### src/rtl/selector_arb.sv
// Registered, handshaked multi-channel selector: fixed-priority or round-robin
// arbitration into a single-entry valid/ready output register.
module selector_arb #(
  parameter int DATA = 32,
  parameter int IN   = 4,
  parameter bit ACT  = 1'b1,
  parameter bit MSB  = 1'b1,
  parameter bit RR   = 1'b0
) (
  input  logic                 clk,
  input  logic                 reset,
  input  logic [DATA*IN-1:0]   in,
  input  logic [IN-1:0]        req,
  output logic [IN-1:0]        grant,
  input  logic                 out_ready,
  output logic                 out_valid,
  output logic [IN-1:0]        pos,
  output logic [DATA-1:0]      out
);

  localparam int IW = (IN > 1) ? $clog2(IN) : 1;
  localparam logic [IW-1:0] LAST_RST = IW'(IN - 1);
  localparam logic [IN-1:0] ONE = {{(IN-1){1'b0}}, 1'b1};

  // Handshake: a word moves downstream on every rising edge where
  // out_valid=1 and out_ready=1; out/pos are stable while out_valid waits.
  // The FSM state (EMPTY/FULL) is out_valid itself.

  logic [IN-1:0] act;
  logic          any_req;
  logic          load;
  logic [IW-1:0] win;
  logic [IW-1:0] last;
  logic [IN-1:0] win_oh;
  logic          valid_next;
  logic          hit;
  int            j;

  assign act     = ACT ? req : ~req;
  assign any_req = |act;
  assign load    = (!out_valid || out_ready) && any_req && !reset;
  assign win_oh  = ONE << win;

  always_comb begin
    win = '0;
    hit = 1'b0;
    j   = 0;
    if (RR) begin
      // Ascending search starting just after the previous winner, wrapping.
      for (int k = 1; k <= IN; k++) begin
        j = (int'(last) + k) % IN;
        if (!hit && act[j]) begin
          hit = 1'b1;
          win = IW'(j);
        end
      end
    end else if (MSB) begin
      for (int i = 0; i < IN; i++) begin
        if (act[i]) win = IW'(i);
      end
    end else begin
      for (int i = IN - 1; i >= 0; i--) begin
        if (act[i]) win = IW'(i);
      end
    end
  end

  // State register
  always_ff @(posedge clk or posedge reset) begin
    if (reset) out_valid <= 1'b0;
    else       out_valid <= valid_next;
  end

  // Next-state logic
  always_comb begin
    valid_next = out_valid;
    if (load)                        valid_next = 1'b1;
    else if (out_valid && out_ready) valid_next = 1'b0;
  end

  // Output logic
  always_comb begin
    grant = ACT ? '0 : '1;
    if (load) grant = ACT ? win_oh : ~win_oh;
  end

  always_ff @(posedge clk or posedge reset) begin
    if (reset) begin
      out <= '0;
      pos <= '0;
    end else if (load) begin
      out <= in[DATA*win +: DATA];
      pos <= win_oh;
    end
  end

  always_ff @(posedge clk or posedge reset) begin
    if (reset)            last <= LAST_RST;
    else if (RR && load)  last <= win;
  end

endmodule

### config.mk
export PLATFORM = sky130hd
export DESIGN_NAME = selector_arb
export DESIGN_NICKNAME = d
export VERILOG_FILES = /design/src/rtl/selector_arb.sv
export SDC_FILE = /design/constraint.sdc
export NUM_CORES = 1
export LEC_CHECK = 0
export CAP_MARGIN = 5
export CORE_MARGIN = 2
export CORE_UTILIZATION = 34
export DETAILED_ROUTE_END_ITERATION = 12
export PLACE_DENSITY = 0.8
export REMOVE_ABC_BUFFERS = 1
export SETUP_SLACK_MARGIN = 0.4
export SLEW_MARGIN = 40
export SYNTH_ARGS = -nofsm -noshare
export SYNTH_HDL_FRONTEND = slang
export SYNTH_SLANG_ARGS = --single-unit
### constraint.sdc
create_clock -name clk -period 2.1 [get_ports clk]
set_input_delay 0.315 -clock clk [delete_from_list [all_inputs] [get_ports clk]]
set_output_delay 0.315 -clock clk [all_outputs]
set_load 0.05 [all_outputs]
==> impl_results.md <==
- Switching power: 1.101 mW
- Terminus of the critical flop-to-flop path: out[23]$_DFFE_PP0P_
- Remaining number of nets flagged by the antenna check after routing: 0
- Largest net degree at the start of global routing: 21
- TritonCTS Buffers: 5
- Die width: 87.27 um
- Maximum frequency from static timing analysis: 606.0 MHz
- Worst slew pin tran: 0.5218 ns
- CP Max Fanout: 3
- Top flip-flop cell by instance count after synthesis: dfrtp_1
- Number of vias per cell: 5.220
- Count of unresolved DRC violations after routing: 0
- Area of the placeable core: 6756 um^2
- Starting Density: 0.3489
- Placement-stage cell area: 4215 um^2
- Largest voltage drop on the vdd net: 0.2990 mV
- Aggregate global-route resource usage: 0.1940
- Count of distinct cell types in the synthesized netlist: 27
- Final core utilization: 0.6319
- Final GP Congestion: 0.7752
- Clock tree buffer depth: 2
- Type of the worst setup path: flop to primary output
- Clock skew: 0.008164 ns
- Crit path time final: 1.650 ns
- Avg Inst Size Synth: 11.44 um^2
- Last element of the critical path: grant[0]
- Latest clock arrival within the worst-skew pair: 0.28 ns
- Hold Fails Final Rpt: 0
- Number of max-cap violations: 0
- Worst Path Arrival: 1.34 ns
- Number of nets in the final layout: 518
- Vias in the first global route: 2449
- Clk pwr share: 0.178
- Period utilisation layout: 0.7858
- Number of instances in the synthesized netlist: 206
- Diodes inserted: 0
- Cell area after synthesis: 2357 um^2
- Area of the die: 7615 um^2
- Static power due to leakage: 1.904 nW
- Clock slew at reported path FFs: 0.07 ns
- CTS tree: built
- Cell count after placement: 455
- Required time reported for the critical path endpoint: 1.78 ns
- Seq pwr share: 0.334
- IO Count: 176
- Via count of the routed design: 2417
- Clock tree root driver cell: clkbuf_8
- Length of the first detailed-routing pass in iterations: 6
- Overflow left after global routing: 0
- Placement row count: 30
- Post-detailed-placement half-perimeter wirelength: 5941 um
- Logic pwr share: 0.488
- Number of port buffers: 175
- Critical Path Start: out_valid$_DFFE_PP0P_
- First-pass GRT wire length: 11700 um
- R2R setup slack: 0.69 ns
- Vert. Die Dim: 87.27 um
- Flip-flop and latch count after synthesis: 37
- Kind of capture point of the worst setup path: primary output
- Kind of path behind the tightest hold check: input port to async pin
- 1st-iter DRT viols: 172
- Logic depth of the worst register-to-register path: 4
- Setup crit start kind: flop
- Max-slew violation total from the final report: 0
- Sink Count: 37
- Number of non-filler instances in the completed layout: 463
- Avg WL per Cell: 15.88 um
- Pre-CTS setup slack: 0.1507 ns
- EDFF count, synth: 0
- Antenna violations before repair: 0
- Sequential cell area fraction in the yosys report: 0.3928
- RR Startpoint: out_valid$_DFFE_PP0P_
- Area growth from synthesis to layout: 81.10%
- Final instance area: 4269 um^2
- Async set-reset flop share out of synthesis: 1.000
- Status: finished, final reports clean
- YS warnings: 0
- P_int: 1.651 mW
- H-tree level count: 2
- Worst max-slew margin expressed relative to the limit: 0.6535
- Number of fillers in the final layout: 561
- Net switching share of the total power: 0.4001
- Total power per unit cell area: 644.8 nW/um^2
- Final setup margin: 0.4499 ns
- Share of layout cells above drive strength 1: 0.1697
- Unrepaired setup endpoints after global routing: no
- Number of failing setup endpoints in the final timing report: 0
- Wire length after detailed routing: 7352 um
[per-layer routing]
layer | track usage | wire length, um
met5 | 0 | 0
met4 | 0.04615 | 79
met3 | 0.05877 | 688
met2 | 0.3561 | 3868
met1 | 0.2182 | 2715
[Yosys cell counts (2+ instances only)]
cell,number,area (um^2)
a222oi_1,32,320.3
and3_1,3,18.77
buf_12,2,40.04
buf_2,4,20.02
buf_4,2,15.01
buf_6,4,45.04
clkbuf_1,5,18.77
dfrtp_1,37,925.9
inv_1,35,131.4
mux2_2,32,360.4
mux2i_1,32,320.3
nor2b_1,2,12.51
o21bai_1,2,15.01
[power by group through the flow]
| stage | sequential [mW] | clock [mW] | combinational, mW |
|---|---|---|---|
| floorplan | 1.42 | 0 | 0.304 |
| global placement | 0.929 | 0 | 1.43 |
| detailed placement | 0.936 | 0 | 1.45 |
| CTS | 0.920 | 0.510 | 1.36 |
| global route | 0.938 | 0.538 | 1.42 |
| finish | 0.918 | 0.490 | 1.34 |
[state kept, by name (all words and copies together), names as in the netlist]
name,count
out_valid,1
pos,4
out,32
[repair_timing]
action | 4_1_cts | 5_1_grt
pin swaps | 1 | 1
hold buffers | 0 | 0
setup endpoints to repair | 41 | 4
gates resized for setup | 44 | 3
buffers inserted | 1 | 0
[metrics by stage]
| step | total power, mW | setup TNS [ns] | hold WS, ns |
|---|---|---|---|
| after floorplan | 1.721 | -82.31 | 0.4268 |
| after global placement | 2.358 | 0 | 0.4945 |
| after detailed placement | 2.387 | 0 | 0.5032 |
| after CTS | 2.789 | 0 | 0.4518 |
| after global routing | 2.895 | 0 | 0.1346 |
| final | 2.753 | 0 | 0.1152 |
[cell usage in the layout (no fill, tap or decap), types with 2 or more instances in the layout]
cell             synthesis  routed
and3_1                   3       3
o21bai_1                 2       2
dfrtp_1                 37      37
mux2i_1                 32      32
inv_1                   35      34
nor2_2                   1       2
clkbuf_8                 0       6
a222oi_1                32      32
buf_12                   2       6
clkdlybuf4s50_1          0     129
buf_4                    2      12
dlygate4sd2_1            0      39
mux2_2                  32      32
[how the worst min path moves through the flow]
| stage | from | end | slack [ns] |
|---|---|---|---|
| after CTS | reset | pos[1]$_DFFE_PP0P_ | 0.45 |
| final | reset | pos[1]$_DFFE_PP0P_ | 0.12 |
| after global routing | reset | pos[1]$_DFFE_PP0P_ | 0.13 |
| after floorplan | reset | out_valid$_DFFE_PP0P_ | 0.43 |
| after detailed placement | pos[1]$_DFFE_PP0P_ | pos[1]$_DFFE_PP0P_ | 0.50 |
| after global placement | pos[1]$_DFFE_PP0P_ | pos[1]$_DFFE_PP0P_ | 0.49 |
[cell families (layout without fill, tap and decap cells)]
logic type             after synthesis  after routing  synth area share
muxes                               64             64            0.2888
buffers and inverters               54            231            0.1231
AOI/OAI and AO/OA                   39             39            0.1571
DFF                                 37             37            0.3928
and+or+nand+nor                     12             12           0.03822
[area by class of cell]
cell class | count | area [um^2] | area share
sequential | 37 | 925.9 | 0.2169
clock buffer | 7 | 86.33 | 0.02022
timing repair buffer | 189 | 1866 | 0.4370
inverter | 35 | 132.6 | 0.03107
multi-input combinational | 115 | 1159 | 0.2714
tap | 80 | 100.1 | 0.02345
[critical path, stage by stage (launching register included)]
cell and delay [ns]:
dfrtp_1 0.40, nor2b_4 0.14, nor2_2 0.12, and4b_1 0.26, buf_12 0.15
Note: power is estimated with default switching activity, not from simulation.
